## config.mk

```make
export PLATFORM = sky130hd
export DESIGN_NAME = bnn_weight_streamer_flat
export DESIGN_NICKNAME = d
export VERILOG_FILES = /design/src/rtl/bnn_weight_streamer_if.sv /design/src/rtl/bnn_weight_streamer.sv /design/src/flat_wrapper.sv
export SDC_FILE = /design/constraint.sdc
export NUM_CORES = 1
export LEC_CHECK = 0
export CAP_MARGIN = 20
export CORE_ASPECT_RATIO = 0.7
export CORE_MARGIN = 1.5
export CORE_UTILIZATION = 45
export CTS_CLUSTER_DIAMETER = 100
export DETAILED_ROUTE_END_ITERATION = 10
export MAX_ROUTING_LAYER = met4
export SLEW_MARGIN = 20
export SYNTH_ARGS = -nofsm -noshare
export SYNTH_HDL_FRONTEND = slang
export SYNTH_SLANG_ARGS = --single-unit
```

## constraint.sdc

```tcl
create_clock -name clk_i -period 5.9 [get_ports clk_i]
set_clock_uncertainty 0.15 [all_clocks]
set_input_delay 0.885 -clock clk_i [delete_from_list [all_inputs] [get_ports clk_i]]
set_output_delay 0.885 -clock clk_i [all_outputs]
set_load 0.01 [all_outputs]
```

## src/rtl/bnn_weight_streamer_if.sv

```systemverilog
// bnn_weight_streamer_if
//   Host write port and core-loader stream port of the BNN weight streamer,
//   bundled so the host/config side and the streamer share one connection.
//   Signals:
//     wr_en/wr_addr/wr_data : host byte write into the weight buffer
//     wr_reject             : one-cycle pulse, the previous write was ignored
//     start/stall           : begin a full stream / pause emission
//     wt_nibble/load_en     : nibble and its valid strobe to the core loader
//     busy/done             : streaming in progress / end-of-stream pulse
//   modport master : host side (drives writes, start, stall)
//   modport slave  : streamer side
interface bnn_weight_streamer_if #(
  parameter int ADDR_W   = 4,
  parameter int WEIGHT_W = 8
) ();
  logic                  wr_en;
  logic [ADDR_W-1:0]     wr_addr;
  logic [WEIGHT_W-1:0]   wr_data;
  logic                  wr_reject;
  logic                  start;
  logic                  stall;
  logic [WEIGHT_W/2-1:0] wt_nibble;
  logic                  load_en;
  logic                  busy;
  logic                  done;

  modport master (
    output wr_en, wr_addr, wr_data, start, stall,
    input  wr_reject, wt_nibble, load_en, busy, done
  );

  modport slave (
    input  wr_en, wr_addr, wr_data, start, stall,
    output wr_reject, wt_nibble, load_en, busy, done
  );
endinterface

```

## src/rtl/bnn_weight_streamer.sv

```systemverilog
// bnn_weight_streamer
//   Transmit side of the BNN nibble-serial weight-load path. Keeps a local
//   copy of every neuron weight byte and, on start, streams all of them
//   low nibble first, neuron 0..NUM_NEURONS-1, into the core loader.
//   Ports:
//     clk_i   : clock
//     reset_i : synchronous active-high reset; reloads the core power-on
//               weights so a start straight after reset replays them
//     ws_if   : slave modport of bnn_weight_streamer_if (host writes,
//               start/stall, nibble stream, busy/done, wr_reject)
//   All outputs are registered except busy, which is decoded from state.
module bnn_weight_streamer #(
  parameter int NUM_NEURONS = 12,
  parameter int WEIGHT_W    = 8,
  parameter int ADDR_W      = 4,
  parameter logic [NUM_NEURONS-1:0][WEIGHT_W-1:0] DEFAULT_WTS = {
    8'h0F, 8'hF7, 8'h62, 8'hF9, 8'h3A, 8'h67,
    8'hB7, 8'hED, 8'h18, 8'h7A, 8'h41, 8'hA0
  }
) (
  input  logic                  clk_i,
  input  logic                  reset_i,
  bnn_weight_streamer_if.slave  ws_if
);

  localparam int HALF    = WEIGHT_W / 2;
  localparam int NIB_CNT = 2 * NUM_NEURONS;
  localparam int NIB_W   = $clog2(NIB_CNT);
  localparam logic [NIB_W-1:0]  NIB_LAST  = NIB_W'(NIB_CNT - 1);
  localparam logic [ADDR_W:0]   NUM_N_EXT = (ADDR_W + 1)'(NUM_NEURONS);

  typedef enum logic [1:0] {S_IDLE, S_STREAM, S_DONE} state_e;

  typedef struct packed {
    logic                en;
    logic [ADDR_W-1:0]   addr;
    logic [WEIGHT_W-1:0] data;
  } wr_req_t;

  state_e                             state_q, state_d;
  logic [NIB_W-1:0]                   nib_idx_q, nib_idx_d;
  logic [HALF-1:0]                    nib_q, nib_d;
  logic                               load_en_q, load_en_d;
  logic                               done_q, done_d;
  logic                               wr_reject_q, wr_reject_d;
  logic [NUM_NEURONS-1:0][WEIGHT_W-1:0] buf_q, buf_d;

  wr_req_t             wr_req;
  logic                addr_ok;
  logic                wr_ok;
  logic [WEIGHT_W-1:0] rd_byte;

  assign wr_req  = '{en: ws_if.wr_en, addr: ws_if.wr_addr, data: ws_if.wr_data};
  assign addr_ok = {1'b0, wr_req.addr} < NUM_N_EXT;

  // Byte currently being serialized; nib_idx[0] picks the half.
  assign rd_byte = buf_q[nib_idx_q[NIB_W-1:1]];

  always_comb begin
    state_d     = state_q;
    nib_idx_d   = nib_idx_q;
    nib_d       = nib_q;
    load_en_d   = 1'b0;
    done_d      = 1'b0;
    buf_d       = buf_q;
    // Buffer is frozen while streaming so the core never sees a torn byte.
    wr_ok       = wr_req.en && addr_ok && (state_q != S_STREAM);
    wr_reject_d = wr_req.en && !wr_ok;
    if (wr_ok) buf_d[wr_req.addr] = wr_req.data;

    case (state_q)
      S_IDLE: begin
        if (ws_if.start) begin
          state_d   = S_STREAM;
          nib_idx_d = '0;
        end
      end
      S_STREAM: begin
        // On stall, nibble and index hold; the core keeps its half-byte.
        if (!ws_if.stall) begin
          nib_d     = nib_idx_q[0] ? rd_byte[WEIGHT_W-1:HALF] : rd_byte[HALF-1:0];
          load_en_d = 1'b1;
          if (nib_idx_q == NIB_LAST) begin
            state_d   = S_DONE;
            nib_idx_d = '0;
          end else begin
            nib_idx_d = nib_idx_q + 1'b1;
          end
        end
      end
      S_DONE: begin
        done_d  = 1'b1;
        state_d = S_IDLE;
      end
      default: state_d = S_IDLE;
    endcase
  end

  always_ff @(posedge clk_i) begin
    if (reset_i) begin
      state_q     <= S_IDLE;
      nib_idx_q   <= '0;
      nib_q       <= '0;
      load_en_q   <= 1'b0;
      done_q      <= 1'b0;
      wr_reject_q <= 1'b0;
      buf_q       <= DEFAULT_WTS;
    end else begin
      state_q     <= state_d;
      nib_idx_q   <= nib_idx_d;
      nib_q       <= nib_d;
      load_en_q   <= load_en_d;
      done_q      <= done_d;
      wr_reject_q <= wr_reject_d;
      buf_q       <= buf_d;
    end
  end

  assign ws_if.wt_nibble = nib_q;
  assign ws_if.load_en   = load_en_q;
  assign ws_if.done      = done_q;
  assign ws_if.wr_reject = wr_reject_q;
  assign ws_if.busy      = (state_q == S_STREAM);

endmodule
```

## src/flat_wrapper.sv

```systemverilog
// flat-port wrapper written by rule: the top's interface ports become plain ports
module bnn_weight_streamer_flat 
#(
  parameter int NUM_NEURONS = 12,
  parameter int WEIGHT_W    = 8,
  parameter int ADDR_W      = 4,
  parameter logic [NUM_NEURONS-1:0][WEIGHT_W-1:0] DEFAULT_WTS = {
    8'h0F, 8'hF7, 8'h62, 8'hF9, 8'h3A, 8'h67,
    8'hB7, 8'hED, 8'h18, 8'h7A, 8'h41, 8'hA0
  }
)
  (clk_i, reset_i, ws_if_wr_en, ws_if_wr_addr, ws_if_wr_data, ws_if_start, ws_if_stall, ws_if_wr_reject, ws_if_wt_nibble, ws_if_load_en, ws_if_busy, ws_if_done);
  bnn_weight_streamer_if #(.ADDR_W(ADDR_W), .WEIGHT_W(WEIGHT_W)) ws_if_i ();
  input  logic clk_i;
  input  logic reset_i;
  input wire logic [$bits(ws_if_i.wr_en)-1:0] ws_if_wr_en;
  input wire logic [$bits(ws_if_i.wr_addr)-1:0] ws_if_wr_addr;
  input wire logic [$bits(ws_if_i.wr_data)-1:0] ws_if_wr_data;
  input wire logic [$bits(ws_if_i.start)-1:0] ws_if_start;
  input wire logic [$bits(ws_if_i.stall)-1:0] ws_if_stall;
  output wire logic [$bits(ws_if_i.wr_reject)-1:0] ws_if_wr_reject;
  output wire logic [$bits(ws_if_i.wt_nibble)-1:0] ws_if_wt_nibble;
  output wire logic [$bits(ws_if_i.load_en)-1:0] ws_if_load_en;
  output wire logic [$bits(ws_if_i.busy)-1:0] ws_if_busy;
  output wire logic [$bits(ws_if_i.done)-1:0] ws_if_done;
  assign ws_if_i.wr_en = ws_if_wr_en;
  assign ws_if_i.wr_addr = ws_if_wr_addr;
  assign ws_if_i.wr_data = ws_if_wr_data;
  assign ws_if_i.start = ws_if_start;
  assign ws_if_i.stall = ws_if_stall;
  assign ws_if_wr_reject = ws_if_i.wr_reject;
  assign ws_if_wt_nibble = ws_if_i.wt_nibble;
  assign ws_if_load_en = ws_if_i.load_en;
  assign ws_if_busy = ws_if_i.busy;
  assign ws_if_done = ws_if_i.done;
  bnn_weight_streamer #(.NUM_NEURONS(NUM_NEURONS), .WEIGHT_W(WEIGHT_W), .ADDR_W(ADDR_W), .DEFAULT_WTS(DEFAULT_WTS)) u_core (.clk_i(clk_i), .reset_i(reset_i), .ws_if(ws_if_i));
endmodule
```

* Word level (Yosys, flattened, before mapping) *
Cells that the tools add are included.

operators by class
  reduce and logical (&&, ||, !) cells = 11
  equality and inequality tests = 7
  add/sub/neg operators = 1
  magnitude comparators = 4
  bitwise gates (word level) = 2
  mux-type cells = 16

operator list
  operator             count
  $bwmux 96            1
  $bmux 8 s4           1
  $demux 8 s4          1
  $mux 8               2
  $mux 5               3
  $lt 4x5->1 const B   2
  $pmux 5 s2           1
  $mux 2               3
  $reduce_and 3->1     2
  $add 5x1->5 const B  1
  $eq 5x5->1 const B   1
  $ge 4x1->1 const B   1
  $logic_and 1x1->1    4
  $lt 4x4->1 const B   1
  $mux 4               1
  $ne 2x1->1 const B   2
  $ne 2x2->1 const B   2
  $pmux 2 s2           1
  $eq 2x1->1 const B   1
  $eq 2x2->1 const B   1
  $logic_not 2->1      1
  $mux 1               2
  $not 1->1            2
  $reduce_and 2->1     1
  other kinds (3)      3

storage, ports and cells
  logic and storage cells = 59
  bits in registers = 110
  bits of input ports = 17
  output and inout port bits = 8

* Depth between registers and ports, before layout *
Gate-level depths: netlist of the first run.

  word-level depth = 5
  mapped depth = 7
  mapped depth without buffers = 5

* Worst setup path after synthesis of the first run *
Ideal clock, no wire load.

  path kind = in2reg
  start point = input ws_if_wr_addr[0]
  end point = register u_core.buf_q[40] (netlist name)
  buffers on the path = 3
  setup slack = 3573 ps
  setup time = 120 ps
  stages on the path = 6
  data arrival time = 2057 ps
  data required time = 5630 ps
  cell sequence = clkbuf_1 -> nor2b_1 -> buf_2 -> nand4_1 -> buf_2 -> a211o_1

between the ends
  cells in the longest elaborated chain, start to end = 5
  elaborated cells on any way between the ends = 9
  classes of those cells = 3 x order compare; 3 x mux; 3 x reduce/logical

RTL lines
  what                                                            RTL line                    RTL
  from (decl)                                                     flat_wrapper.sv:17          input wire logic [$bits(ws_if_i.wr_addr)-1:0] ws_if_wr_addr;
  $lt 4x5->1 (implied by the code) or $ge 4x1->1 (tied branches)  bnn_weight_streamer.sv:69   if (wr_ok) buf_d[wr_req.addr] = wr_req.data;
  $logic_and 1x1->1 (implied by the code)                         bnn_weight_streamer.sv:69
  $mux 8 (implied by the code)                                    bnn_weight_streamer.sv:69
  $demux 8 s4                                                     n/a
  $bwmux 96                                                       bnn_weight_streamer.sv:69
  to (signal assigned)                                            bnn_weight_streamer.sv:115  buf_q <= buf_d;
  to (decl)                                                       bnn_weight_streamer.sv:46   logic [NUM_NEURONS-1:0][WEIGHT_W-1:0] buf_q, buf_d;

Parallel ways exist; a longest one is shown, timed or not.
A chain may end at the register's enable or synchronous reset.

* Worst setup path after layout of the first run *
  start point = input ws_if_wr_addr[0]
  end point = register u_core.buf_q[42] (netlist name)

The elaborated chain is that of the path after synthesis.

==> results.ini, run 1 <==
[outcome]
status = completed

[cts]
clkLatencyLatePin_ns = 0.34
cts_setup_buffers = 0
clk_pin_slew_ns = 0.07
ctsResizeCount = 0
cts_tree = yes
cts-buffers-inserted = 9
postCtsHoldBufs = 0
numClockSinks = 110
cts-root-buf = clkbuf_16
h-tree-depth = 3
cts_buffer_depth = 2

[sta]
fin_setup_tns_ns = 0
fmaxAchievable_mhz = 315
worst_pin_slew_ns = 0.948
setup_ws_ns = 2.72
min_period_over_period_pct = 53.9
hold_violations = 0
setup_violations = 0
max_slew_margin_pct = 36.7
rsz0062_at_grt = no
finalMaxSlewViolations = 0
period_needed_ns = 3.18

[global_routing]
grtUsageTotal_pct = 24.2
use_met3_pct = 5.09
grt_max_degree = 110
antenna_found_initial = 0
gr-usage-met2_pct = 33.3
grt_pass1_vias = 3569
grt_pass1_wl_um = 20500
grt_use_met1_pct = 35.7
overflow = 0
top_usage_layer = met1

[route]
ant_nets = 0
wl_per_cell_um = 21.1
drc = 0
drt_first_pass_iters = 6
wirelength_um = 13200
first_iter_violations = 468
via_per_inst = 6.18
num_vias = 3854

[synthesis]
synth.top_cell.area_share_pct = 44.9
yosysMostFrequentCell = dfxtp_1
synth-seq-area-share_pct = 44.9
async_flop_share_pct = 0
syn_area_um2 = 4900
ys_ff_latch = 110
yosys_warnings = 0
synthTopCellsByArea = dfxtp_1, mux4_2, a211o_1
synth_area_per_cell_um2 = 9.92
synth-edff-count = 0
synth_cell_type_count = 42
synth_nets = 512
netlist_instances = 494
synth_commonest_cells = dfxtp_1, nor2_1, a211o_1
synth_ff_type = dfxtp_1
yosysTopAreaCell = dfxtp_1

[final_layout]
ff_latch_area_um2 = 2200
multi_input_area_um2 = 2440
layout-drive-gt1-share_pct = 9.96
nNetsFinal = 506
utilization_pct = 51.4
area_growth_pct = 9.91
design_area_um2 = 5390
diodes = 0
fillers = 947

[critical_path]
worstPathMaxFanout = 14
critPathKind = input pin to flip-flop
crit_path_start_kind = input pin
arrival_ns = 3.27
cp-end-kind = flip-flop
reg2reg_slack_ns = 3.44
cp.required_ns = 5.99

[run]
maxCapViolCount = 0

[floorplan]
boundaryPins = 25
initial_core_util_pct = 46.8
coreArea_um2 = 10500
chipHeight_um = 90.3
dieArea_um2 = 11500
row_count = 31
die-width_um = 128

[placed_design]
dp_hpwl_um = 8570
dpl-instance-area_um2 = 5100
port_buffers = 24
gp_congestion = 0.833
pre_cts_slack_ns = 2.39

[power_and_ir_drop]
ir_worst_vdd_mv = 0.138
p_per_area_nw_per_um2 = 277
total_power_mw = 1.49
leakage_nw = 1.96

[hold_path]
hp-class = flip-flop to flip-flop

-- flip-flops by register name (all words and copies together) (netlist names) --
signal / count
u_core.nib_idx_q: 5
u_core.ws_if.wt_nibble: 4
u_core.ws_if.load_en: 1
u_core.ws_if.wr_reject: 1
u_core.ws_if.done: 1
u_core.buf_q: 96
u_core.state_q: 2
-- logic make-up after synthesis --
group                      count (synthesis)  share of synthesized area (%)
adders and majority gates                  1                          0.255
AOI/OAI and AO/OA                        122                           17.6
DFF                                      110                           44.9
and+or+nand+nor                          161                           16.0
muxes                                     48                           15.9
buffers and inverters                     52                           5.23
-- per-stage QoR --
| step | hold slack (ns) | std cells |
|---|---|---|
| 4_1_cts | 0.312 | 624 |
| 6_report | 0.311 | 624 |
| 3_5_place_dp | 0.296 | 609 |
| 2_1_floorplan | 0.280 | 494 |
| 5_1_grt | 0.326 | 624 |
| 3_3_place_gp | 0.287 | 609 |
-- placed cells by master, fill, tap and decap left out, drive strengths merged, types with 11 or more instances in the layout --
master         Yosys  routed
nor3              11      11
mux4              24      24
o21ai             24      24
a211o             52      52
clkdlybuf4s50      0      23
dfxtp            110     110
a21oi             27      27
clkbuf            20      12
mux2i             24      24
nor2              79      79
nand3             27      27
nand2             11      11
-- cell type report --
class | count | share of cell area [%]
multi-input combinational | 332 | 45.3
sequential | 110 | 40.9
timing repair buffer | 26 | 4.76
clock buffer | 12 | 4.39
tap | 132 | 3.07
clock inverter | 3 | 0.859
inverter | 9 | 0.674
-- worst max-delay path, stage by stage --
cell and delay, ns:
clkdlybuf4s50_1 0.59, nor2b_1 0.58, nand4_1 0.71, a211o_1 0.48
-- metal layers --
layer | part of all wire [%] | wire length (µm)
met5 | 0 | 0
met4 | 1.8 | 231
met3 | 6.7 | 880
met2 | 42 | 5550
met1 | 49 | 6490
-- report_power, final --
group | total (mW) | switching [mW] | internal (mW)
clock | 0.594 | 0.266 | 0.329
sequential | 0.769 | 0.0121 | 0.757
combinational | 0.131 | 0.0818 | 0.0491
-- final timing paths --
kind / start / endpoint / cells past startpoint
setup / recovery: ws_if_wr_addr[0] / u_core.buf_q[42] / 4
hold / removal: u_core.buf_q[91] / u_core.buf_q[91] / 1
setup reg to reg: u_core.state_q[1] / u_core.buf_q[19] / 6
hold reg to reg: u_core.buf_q[91] / u_core.buf_q[91] / 1
No activity file was read; power rests on OpenSTA's default activity.
==> run 2, diff against run 1 <==
Clock period 5.9 ns to 2.9 ns, I/O delays scaled along.
==> results.ini, run 2 (same netlist as run 1, synthesis figures left out) <==
[floorplan]
die-width_um = 128
coreArea_um2 = 10500
dieArea_um2 = 11500
row_count = 31
chipHeight_um = 90.3
initial_core_util_pct = 46.8
boundaryPins = 25

[route]
wl_per_cell_um = 20.5
drt_first_pass_iters = 5
first_iter_violations = 337
wirelength_um = 13200
ant_nets = 0
drc = 0
via_per_inst = 6.15
num_vias = 3955

[sta]
hold_violations = 0
fmaxAchievable_mhz = 440
whs_ns = 0.312
max_slew_margin_pct = 58.7
min_period_over_period_pct = 78.3
fin_setup_tns_ns = 0
period_needed_ns = 2.27
setup_violations = 0
finalMaxSlewViolations = 0
worst_pin_slew_ns = 0.619
rsz0062_at_grt = no

[final_layout]
top_register = u_core.buf_q
largest_reg_flops = 96
utilization_pct = 53.0
layout-drive-gt1-share_pct = 13.3
final_cell_mix = dfxtp_1, nor2_1, a211o_1, nand3_1, a21oi_1
area_growth_pct = 13.2
final_common_cell = dfxtp_1
diodes = 0
nNetsFinal = 524

[critical_path]
rr_startpoint = u_core.nib_idx_q[0]
cp.required_ns = 3.03
cp-end-kind = flip-flop
worstPathMaxFanout = 10
setup.worst_path.start = u_core.nib_idx_q[0]
arrival_ns = 2.40
crit_path_start_kind = flip-flop
critPathKind = flip-flop to flip-flop

[global_routing]
antenna_found_initial = 0
use_met3_pct = 4.80
grt_pass1_wl_um = 20600
grt_use_met1_pct = 34.9
grtUsageTotal_pct = 24.2
top_usage_layer = met1
gr-usage-met2_pct = 34.8
grt_max_degree = 71
overflow = 0
grt_pass1_vias = 3657

[power_and_ir_drop]
p_per_area_nw_per_um2 = 554
leakage_nw = 2.05
combPwrFrac_pct = 9.1
seqPwrFrac_pct = 50.9
power_switching_mw = 0.750
p_clk_share_pct = 40.1
p_int_mw = 2.32
swShare_pct = 24.4
ir_worst_vdd_mv = 0.318

[placed_design]
port_buffers = 24
gp_congestion = 0.834
dp_hpwl_um = 8790

[outcome]
status = completed

[cts]
cts-root-buf = clkbuf_16
cts_setup_buffers = 0
postCtsHoldBufs = 0
clk_pin_slew_ns = 0.07
numClockSinks = 110
h-tree-depth = 3
cts_tree = yes
clkLatencyLatePin_ns = 0.35
cts_buffer_depth = 2
cts-buffers-inserted = 9
ctsResizeCount = 0

[run]
maxCapViolCount = 0

[hold_path]
hold_path_startpoint = u_core.buf_q[32]
hp-class = flip-flop to flip-flop

-- run 2: cell count changes in the layout (fill, tap and decap cells not counted), sizes merged --
cell	change
clkbuf	-1
clkinvlp	+1
buf	+18
inv	+1
-- run 2: layout make-up --
cell class	instances	area (µm²)
fillers	955	4920
multi-input cells	332	2440
inverters	9	36.3
flip-flops and latches	110	2200
repair buffers	44	413
clock inverters	5	58.8
clock buffers	11	233
well taps	132	165
-- run 2: per-layer routing --
metal,vias to the layer above,part of all wire (%)
met5,-,0
met4,0,1.6
met3,19,7.2
met2,131,44
met1,1966,47
li1,1839,-
-- run 2: metrics by stage --
step                      setup WS, ns  instances  total power [mW]  instance area, µm²
after global placement           0.496        627              1.87                5260
final                            0.630        643              3.07                5550
after global routing             0.445        643              3.18                5550
after CTS                        0.636        643              3.10                5550
after floorplan                  0.980        494              1.76                4900
after detailed placement         0.487        627              1.87                5260
-- run 2: final timing paths --
| kind | slack, ns | depth (start not counted) | endpoint |
|---|---|---|---|
| worst min register to register | 0.31 | 1 | u_core.buf_q[32] |
| worst max-delay path | 0.63 | 6 | u_core.nib_idx_q[0] |
| worst max register to register | 0.63 | 6 | u_core.nib_idx_q[0] |
| worst min-delay path | 0.31 | 1 | u_core.buf_q[32] |
-- run 2: power groups by stage --
| stage | sequential [mW] | clock [mW] | combinational [mW] |
|---|---|---|---|
| CTS | 1.56 | 1.26 | 0.278 |
| global route | 1.57 | 1.31 | 0.300 |
| detailed placement | 1.60 | 0 | 0.276 |
| finish | 1.56 | 1.23 | 0.279 |
| global placement | 1.60 | 0 | 0.275 |
| floorplan | 1.59 | 0 | 0.172 |
-- run 2: critical path, stage by stage (launching register included) --
cell and delay [ns]:
dfxtp_1 0.50, buf_4 0.28, ha_1 0.26, and4b_1 0.24, nor4b_1 0.50, mux2i_1 0.14, nor2_1 0.13
